$ cat config.mk
export PLATFORM = sky130hd
export DESIGN_NAME = mat_xfer_engine
export DESIGN_NICKNAME = d
export VERILOG_FILES = /design/src/rtl/mat_xfer_engine.sv
export SDC_FILE = /design/constraint.sdc
export NUM_CORES = 2
export LEC_CHECK = 0
export CORE_MARGIN = 4
export CORE_UTILIZATION = 30
export CTS_BUF_LIST = sky130_fd_sc_hd__clkbuf_8 sky130_fd_sc_hd__clkbuf_16
export CTS_CLUSTER_SIZE = 28
export DETAILED_ROUTE_END_ITERATION = 16
export GPL_ROUTABILITY_DRIVEN = 1
export GPL_TIMING_DRIVEN = 0
export SLEW_MARGIN = 20
export SYNTH_ARGS = -nofsm -noshare
export SYNTH_HDL_FRONTEND = slang
export SYNTH_SLANG_ARGS = --single-unit
$ cat constraint.sdc
create_clock -name clk -period 11.86 [get_ports clk]
set_clock_uncertainty 0.1 [all_clocks]
set_input_delay 3.558 -clock clk [delete_from_list [all_inputs] [get_ports clk]]
set_output_delay 3.558 -clock clk [all_outputs]
set_load 0.02 [all_outputs]
$ cat src/rtl/mat_xfer_engine.sv
// Matrix transfer engine: walks a rows x cols region row-major on one memory port
// doing pattern fill, constant fill, strided copy or transposing copy.
// Latency: fill 2 cycles/element, copy 3 + read latency cycles/element at full grant.
// Backpressure: the request stays held until mem_gnt; read data is awaited in RD_WAIT.
// Ports: clk/rst (sync, active-high); go + mode/geometry/fill_val config (latched on go);
//   mem_req/mem_write/mem_addr/mem_wdata request bus with mem_gnt accept;
//   mem_rdata_vld/mem_rdata read return; busy level and one-cycle done pulse.
module mat_xfer_engine #(
  parameter int MEM_AW   = 16,
  parameter int MEM_DW   = 32,
  parameter int DIM_BITS = 16
) (
  input  logic                clk,
  input  logic                rst,
  input  logic                go,
  input  logic [1:0]          mode,
  input  logic [MEM_AW-1:0]   src_base,
  input  logic [MEM_AW-1:0]   dst_base,
  input  logic [DIM_BITS-1:0] src_stride,
  input  logic [DIM_BITS-1:0] dst_stride,
  input  logic [DIM_BITS-1:0] rows,
  input  logic [DIM_BITS-1:0] cols,
  input  logic [MEM_DW-1:0]   fill_val,
  output logic                mem_req,
  output logic                mem_write,
  output logic [MEM_AW-1:0]   mem_addr,
  output logic [MEM_DW-1:0]   mem_wdata,
  input  logic                mem_gnt,
  input  logic                mem_rdata_vld,
  input  logic [MEM_DW-1:0]   mem_rdata,
  output logic                busy,
  output logic                done
);

  typedef enum logic [2:0] {
    S_IDLE, S_CHECK, S_RD_REQ, S_RD_WAIT, S_WR_REQ, S_ADV, S_DONE
  } state_e;

  localparam logic [1:0] M_FILL_PAT   = 2'd0;
  localparam logic [1:0] M_FILL_CONST = 2'd1;
  localparam logic [1:0] M_COPY_T     = 2'd3;

  state_e              state_q, state_d;
  logic [1:0]          mode_q;
  logic [MEM_AW-1:0]   src_base_q, dst_base_q;
  logic [DIM_BITS-1:0] src_stride_q, dst_stride_q, rows_q, cols_q;
  logic [MEM_DW-1:0]   fill_q;
  logic [DIM_BITS-1:0] i_q, i_d, j_q, j_d;
  logic [MEM_DW-1:0]   rdata_q, rdata_d;
  logic                req_q, req_d, write_q, write_d, busy_q, busy_d, done_q, done_d;
  logic [MEM_AW-1:0]   addr_q, addr_d;
  logic [MEM_DW-1:0]   wdata_q, wdata_d;

  logic                is_copy;
  logic                accept_go;
  logic [DIM_BITS-1:0] j_inc, i_inc;
  logic [MEM_AW-1:0]   src_addr, dst_addr;
  logic [MEM_DW-1:0]   pat_val;

  assign is_copy   = mode_q[1];
  assign accept_go = (state_q == S_IDLE) && go;
  assign j_inc     = j_q + DIM_BITS'(1);
  assign i_inc     = i_q + DIM_BITS'(1);

  // Next-state and index walk.
  always_comb begin
    state_d = state_q;
    i_d     = i_q;
    j_d     = j_q;
    rdata_d = rdata_q;
    unique case (state_q)
      S_IDLE: begin
        if (go) begin
          state_d = S_CHECK;
          i_d     = '0;
          j_d     = '0;
        end
      end
      S_CHECK: begin
        if (rows_q == '0 || cols_q == '0) state_d = S_DONE;
        else                              state_d = is_copy ? S_RD_REQ : S_WR_REQ;
      end
      S_RD_REQ:  if (mem_gnt) state_d = S_RD_WAIT;
      S_RD_WAIT: begin
        // Only the first valid beat while waiting is taken.
        if (mem_rdata_vld) begin
          rdata_d = mem_rdata;
          state_d = S_WR_REQ;
        end
      end
      S_WR_REQ:  if (mem_gnt) state_d = S_ADV;
      S_ADV: begin
        if (j_inc == cols_q) begin
          j_d = '0;
          i_d = i_inc;
        end else begin
          j_d = j_inc;
        end
        if (i_d == rows_q) state_d = S_DONE;
        else               state_d = is_copy ? S_RD_REQ : S_WR_REQ;
      end
      S_DONE:  state_d = S_IDLE;
      default: state_d = S_IDLE;
    endcase
  end

  // Request fields are computed from the next indices so the registered bus
  // presents the new element in the very cycle the request state is entered.
  always_comb begin
    src_addr = src_base_q + MEM_AW'(src_stride_q) * MEM_AW'(i_d) + MEM_AW'(j_d);
    if (mode_q == M_COPY_T)
      dst_addr = dst_base_q + MEM_AW'(dst_stride_q) * MEM_AW'(j_d) + MEM_AW'(i_d);
    else
      dst_addr = dst_base_q + MEM_AW'(dst_stride_q) * MEM_AW'(i_d) + MEM_AW'(j_d);
    pat_val = ~(MEM_DW'(i_d) + MEM_DW'(j_d) + MEM_DW'(1));

    req_d   = (state_d == S_RD_REQ) || (state_d == S_WR_REQ);
    write_d = (state_d == S_WR_REQ);
    addr_d  = '0;
    wdata_d = '0;
    if (state_d == S_RD_REQ) begin
      addr_d = src_addr;
    end else if (state_d == S_WR_REQ) begin
      addr_d = dst_addr;
      if (mode_q == M_FILL_PAT)        wdata_d = pat_val;
      else if (mode_q == M_FILL_CONST) wdata_d = fill_q;
      else                             wdata_d = rdata_d;
    end
    busy_d = (state_d == S_CHECK) || (state_d == S_RD_REQ) || (state_d == S_RD_WAIT) ||
             (state_d == S_WR_REQ) || (state_d == S_ADV);
    done_d = (state_d == S_DONE);
  end

  always_ff @(posedge clk) begin
    if (rst) begin
      state_q      <= S_IDLE;
      mode_q       <= '0;
      src_base_q   <= '0;
      dst_base_q   <= '0;
      src_stride_q <= '0;
      dst_stride_q <= '0;
      rows_q       <= '0;
      cols_q       <= '0;
      fill_q       <= '0;
      i_q          <= '0;
      j_q          <= '0;
      rdata_q      <= '0;
      req_q        <= 1'b0;
      write_q      <= 1'b0;
      addr_q       <= '0;
      wdata_q      <= '0;
      busy_q       <= 1'b0;
      done_q       <= 1'b0;
    end else begin
      state_q <= state_d;
      i_q     <= i_d;
      j_q     <= j_d;
      rdata_q <= rdata_d;
      req_q   <= req_d;
      write_q <= write_d;
      addr_q  <= addr_d;
      wdata_q <= wdata_d;
      busy_q  <= busy_d;
      done_q  <= done_d;
      if (accept_go) begin
        mode_q       <= mode;
        src_base_q   <= src_base;
        dst_base_q   <= dst_base;
        src_stride_q <= src_stride;
        dst_stride_q <= dst_stride;
        rows_q       <= rows;
        cols_q       <= cols;
        fill_q       <= fill_val;
      end
    end
  end

  assign mem_req   = req_q;
  assign mem_write = write_q;
  assign mem_addr  = addr_q;
  assign mem_wdata = wdata_q;
  assign busy      = busy_q;
  assign done      = done_q;

endmodule

Yosys cells after proc, flatten, opt, wreduce, memory -nomap -nowiden
Cells that the tools add are included.

storage, ports and cells
  input bits = 167
  logic and storage cells = 82
  register bits = 249
  output and inout bits = 52

cells by class
  multiplexer cells = 22
  add/subtract/negate cells = 10
  reduce and logical (&&, ||, !) cells = 12
  eq/ne operators = 15
  bitwise gates (word level) = 2
  multiply operators = 3

operators with widths
  cell                   number
  $mux 16                8
  $mux 32                4
  $add 16x16->16         6
  $pmux 16 s2            2
  $mul 16x16->16         3
  $add 16x1->16 const B  2
  $eq 16x16->1           2
  $logic_not 16->1       2
  $not 18->32            1
  $mux 3                 7
  $add 17x1->18 const B  1
  $pmux 3 s6             1
  $add 16x16->17         1
  $eq 3x3->1 const B     5
  $eq 3x2->1 const B     4
  $eq 3x1->1 const B     2
  $logic_or 1x1->1       6
  $logic_not 3->1        1
  $reduce_or 3->1        1
  $eq 2x1->1 const B     1
  $eq 2x2->1 const B     1
  $logic_not 2->1        1
  $logic_and 1x1->1      1
  $not 1->1              1

Depth between registers and ports, before layout
  depth after elaboration = 12
  mapped depth = 38
  mapped depth without buffers = 35

Least setup slack after synthesis
Ideal clock, no wire load.

  path kind = in2reg
  start = in go
  end = reg addr_q[15], in the netlist mem_addr[15]
  required time = 11,693 ps
  setup time = 67 ps
  data arrival time = 10,610 ps
  buffers on the path = 3
  path slack = 1,082 ps
  stages on the path = 30
  cells stage by stage = nor3b_1 > nor2b_1 > clkbuf_1 > nor2_1 > a21oi_2 > o2bb2ai_1 > clkbuf_1 > clkbuf_1 > inv_1 > nor2_1 > fa_1 > inv_1 > fa_1 > fa_1 > inv_1 > fa_1 > inv_1 > fa_1 > fa_1 > xor2_1 > xnor2_1 > xnor2_1 > xnor2_1 > xnor2_1 > xnor3_1 > xnor3_1 > xnor3_1 > nand2_1 > a21o_1 > a21oi_2

between the ends
  longest elaborated chain between the ends = 8
  elaborated cells on any way between the ends = 20
  classes of those cells = add/sub: 6; mul: 3; eq/ne: 2; mux: 9

RTL lines
  element                       line  source
  start: declaration            15    input logic go,
  $mux 16 (*)                   73    if (go) begin
  $pmux 16 s2 (*)               71    unique case (state_q)
  net i_d[1]                    48    logic [DIM_BITS-1:0] i_q, i_d, j_q, j_d;
  $mul 16x16->16                114   dst_addr = dst_base_q + MEM_AW'(dst_stride_q) * MEM_AW'(i_d) + MEM_AW'(j_d);
  $add 16x16->16 (2 in series)  114
  $mux 16                       111   if (mode_q == M_COPY_T)
  $mux 16                       123   end else if (state_d == S_WR_REQ) begin
  $mux 16 (*)                   121   if (state_d == S_RD_REQ) begin
  end signal: assignment        161   addr_q <= addr_d;
  end: declaration              51    logic [MEM_AW-1:0] addr_q, addr_d;

The timed path passes the listed nets; every way through them passes the cells marked *.
A chain may end at the register's enable or synchronous reset.

Final worst setup path
  start = in go
  end = reg addr_q[15], in the netlist mem_addr[15]

between the ends
  longest elaborated chain between the ends = 8
  elaborated cells on any way between the ends = 20
  classes of those cells = add/sub: 6; mul: 3; eq/ne: 2; mux: 9

RTL lines
  element                                                 line
  $mux 16                                                 73
  $pmux 16 s2                                             71
  $mul 16x16->16, on equally long branches                114, 112
  $add 16x16->16, on equally long branches (2 in series)  114, 112
  $mux 16                                                 111
  $mux 16                                                 123
  $mux 16 (*)                                             121

Mark *: on every way between the ends. The rest lies on a longest branch, timed or not.

==> qor.csv <==
stage,metric,value,unit
worst_setup_path,Crit. End Element,flip-flop,
cells_and_area,footprint of the multi-input gates,18300,µm²
worst_setup_path,Worst Path Required,12.28,ns
placed_design,"Cell Area, Placed",29600,µm²
synthesis,Yosys cell types,83,
die,Initial Util,30.3,%
clocking,CTS Hold Buffers Added,0,
placed_design,routability cong.,0.943,
route,DR vias,22100,
route,Avg Vias per Cell,4.85,
placed_design,Port-buffer cells,218,
timing,Final Cycle Share,97.5,%
power_and_ir_drop,total power,0.00340,W
placed_design,"worst slack, placed",-1.91,ns
worst_setup_path,Crit Path Max Fanout,10,
synthesis,Post-synth EDFFs,0,
synthesis,post-synth net total,3791,
synthesis,Synth area leaders,"fa_1, dfxtp_1, ha_1",
cells_and_area,synth-to-layout area growth,19.3,%
clocking,CTS tree,done,
synthesis,Post-Syn Instances,3128,
synthesis,Yosys reg bits,249,
die,Die Y,302,µm
power_and_ir_drop,Leak,13.6,nW
synthesis,cell area after synthesis,25900,µm²
power_and_ir_drop,Clk pwr share,29.6,%
route,DRC,0,
synthesis,post-synthesis compound-gate area fraction,9.16,%
cells_and_area,design area,30900,µm²
cells_and_area,layout cells sized above 1,4.33,%
timing,Final setup viols,0,
cells_and_area,Seq. cell area,4980,µm²
global_routing,total track usage,19.8,%
route,Antenna Nets Post-Route,0,
clocking,clock sink count,249,
synthesis,area fraction of the dominant cell type after synthesis,25.1,%
power_and_ir_drop,sw power,0.00138,W
cells_and_area,fillers,8971,
worst_hold_path,Hold Path Cell Cnt,2,
synthesis,Synth warnings,0,
power_and_ir_drop,peak supply drop,119,µV
worst_setup_path,crit-path most repeated cell,fa_1,
worst_setup_path,flop2flop setup slack,1.56,ns
synthesis,synthesized area per cell,8.28,µm²
power_and_ir_drop,Int Pwr,0.00202,W
cells_and_area,most frequent cells in the layout,"inv_1, nand2_1, fa_1",
worst_hold_path,Worst Hold Path EP,fill_q[13],
worst_hold_path,Min-Delay Path Class,reg2reg,
clocking,CTS root buf,clkbuf_16,
die,core area,85400,µm²
synthesis,largest family of logic cells by synthesized area,adder cells,
status,outcome,"finished, final reports clean",
clocking,worst-case clock buffer depth,3,
cells_and_area,Final #Nets,4057,
global_routing,first-pass GRT wire length,137,mm
clocking,CTS HTree Levels,1,
worst_setup_path,WP data arrival,11.99,ns
synthesis,ys flop type,dfxtp_1,
timing,Final Hold Viols,0,
worst_hold_path,hold_sp,fill_q[13],
cells_and_area,"most common cell after layout, fill and taps aside",inv_1,
timing,setup TNS,0,ns
worst_setup_path,Setup crit start kind,input pin,
clocking,clock-pin slew on the worst setup and hold paths,0.06,ns
worst_setup_path,Reg2Reg Depth,30,
run,Max Cap Viol,0,
global_routing,initial antenna violation count,2,
synthesis,post-synthesis sequential area ratio,19.3,%
power_and_ir_drop,combinational share of power,38.3,%
die,Row Count,107,
global_routing,vias in the first global route,22200,
clocking,Worst-Skew Late Latency,0.60,ns
synthesis,"area leader, netlist",fa_1,
power_and_ir_drop,sequential cell fraction of total power,32.2,%
synthesis,Synth Area in Adders,33.4,%
synthesis,XOR/XNOR Fraction of Synth Area,6.70,%
die,I/O pin cnt,219,
worst_setup_path,FF-to-FF End,mem_addr[15],
route,Routed WL,91.0,mm
route,first-pass iteration count of the detailed router,5,
timing,fmax,86.5,MHz
synthesis,Async SR Flop Fraction,0,%
clocking,total CTS buffers,29,
synthesis,mux share of post-synthesis cell area,1.55,%
timing,minimum clock period,11.57,ns
timing,Slew @ Worst Pin,1.17,ns
die,die area,91100,µm²
route,drt wl/cell,19.9,µm
global_routing,pin count of the biggest net entering global routing,16,
power_and_ir_drop,Power Dens Cells,110,nW/µm²
timing,Slew Limit Fails,0,
die,DIE WIDTH,302,µm
route,initial DRC count,1681,
synthesis,Simple-Gate Fraction of Synth Area,19.5,%
power_and_ir_drop,sw frac,40.5,%
worst_setup_path,RR Startpoint,state_q[0],
placed_design,DPL Wire Length,74.2,mm
timing,hold_ws,0.350,ns
worst_setup_path,Worst path slowest cell,fa_1,
global_routing,gr ovfl total,0,
timing,max_slew headroom,21.4,%
worst_setup_path,crit path kind,in2reg,
worst_setup_path,CP peak stage delay,0.56,ns
timing,setup ws final,0.295,ns
[power groups by stage]
stage	combinational, W	clock, W	sequential [W]
finish	0.00130	0.00100	0.00109
global route	0.00142	0.00105	0.00111
CTS	0.00127	0.00102	0.00109
detailed placement	0.00126	0	0.00111
global placement	0.00125	0	0.00110
floorplan	0.000714	0	0.00111
[repair_timing]
item | 4_1_cts | 5_1_grt
resized for setup | 24 | 28
pin swaps | 0 | 3
buffers inserted | 0 | 15
endpoints found under the setup margin | 5 | 1
[how the worst max path moves through the flow]
stage	slack, ns	to	cells after the start	start
4_1_cts	0.002	mem_addr[15]	33	go
2_1_floorplan	1.08	mem_addr[15]	30	go
6_report	0.29	mem_addr[15]	30	go
3_5_place_dp	-1.91	mem_addr[15]	35	go
5_1_grt	-0.01	mem_addr[15]	30	go
3_3_place_gp	-1.84	mem_addr[15]	35	go
[metal layers]
layer	vias to the layer above	share of wire [%]	GRT usage, %
met4	2	2.9	4.95
met2	879	44	31.6
met5	-	0.014	0
met1	10900	42	26.4
li1	10200	-	-
met3	146	10	6.03
[kinds of logic (layout without fill, tap and decap cells)]
| group | count (synthesis) | after routing |
|---|---|---|
| AND/OR/NAND/NOR | 1065 | 1065 |
| buffers and inverters | 715 | 1003 |
| adder cells (fa/ha/maj) | 496 | 496 |
| AO/OA/AOI/OAI | 384 | 384 |
| flip-flops | 249 | 249 |
| XOR/XNOR | 179 | 179 |
| multiplexers | 40 | 40 |
| other | 0 | 3 |
[through the flow]
step | std cells | utilization, %
floorplan | 3128 | -
global route | 4560 | 36.1
global placement | 4490 | 34.5
CTS | 4546 | 35.9
finish | 4563 | 36.2
detailed placement | 4493 | 34.6
[area by class of cell]
cell class              instances  area share (%)
diodes                          3          0.0243
plain buffers                 166            2.22
clock buffers                  35            2.62
clock inverters                18           0.835
inverters                     547            6.69
multi-input cells            2164            59.3
flip-flops and latches        249            16.1
well taps                    1144            4.64
repair buffers                237            7.56
[critical path, delay by kind of cell]
| family | cells | cell delay (ns) |
|---|---|---|
| fa+ha+maj | 6 | 2.92 |
| simple gates | 6 | 1.18 |
| buf+inv | 7 | 1.63 |
| xor+xnor | 8 | 2.00 |
| compound gates | 3 | 0.66 |
[flip-flops by register name, indices dropped and copies added (netlist names), 3 cells and up]
| name | flops |
|---|---|
| cols_q | 16 |
| dst_base_q | 16 |
| dst_stride_q | 16 |
| fill_q | 32 |
| i_q | 16 |
| j_q | 16 |
| mem_addr | 16 |
| mem_wdata | 32 |
| rdata_q | 32 |
| rows_q | 16 |
| src_base_q | 16 |
| src_stride_q | 16 |
| state_q | 3 |
[cells in the mapped netlist, drive strengths merged, types with 3 or more instances]
cell / instances
a2111oi: 3
a211oi: 21
a21boi: 11
a21o: 7
a21oi: 203
a221oi: 15
a22o: 5
a31oi: 10
and2: 232
and3: 10
buf: 23
clkbuf: 145
dfxtp: 249
fa: 325
ha: 171
inv: 546
mux2i: 39
nand2: 498
nand2b: 15
nand3: 35
nand4: 12
nor2: 171
nor2b: 19
nor3: 23
nor3b: 3
nor4: 19
o2111a: 3
o211ai: 13
o21a: 5
o21ai: 44
o21bai: 15
o221ai: 3
o22ai: 3
or3: 8
or4: 10
xnor2: 117
xnor3: 11
xor2: 50
Note: power is estimated with default switching activity, not from simulation.
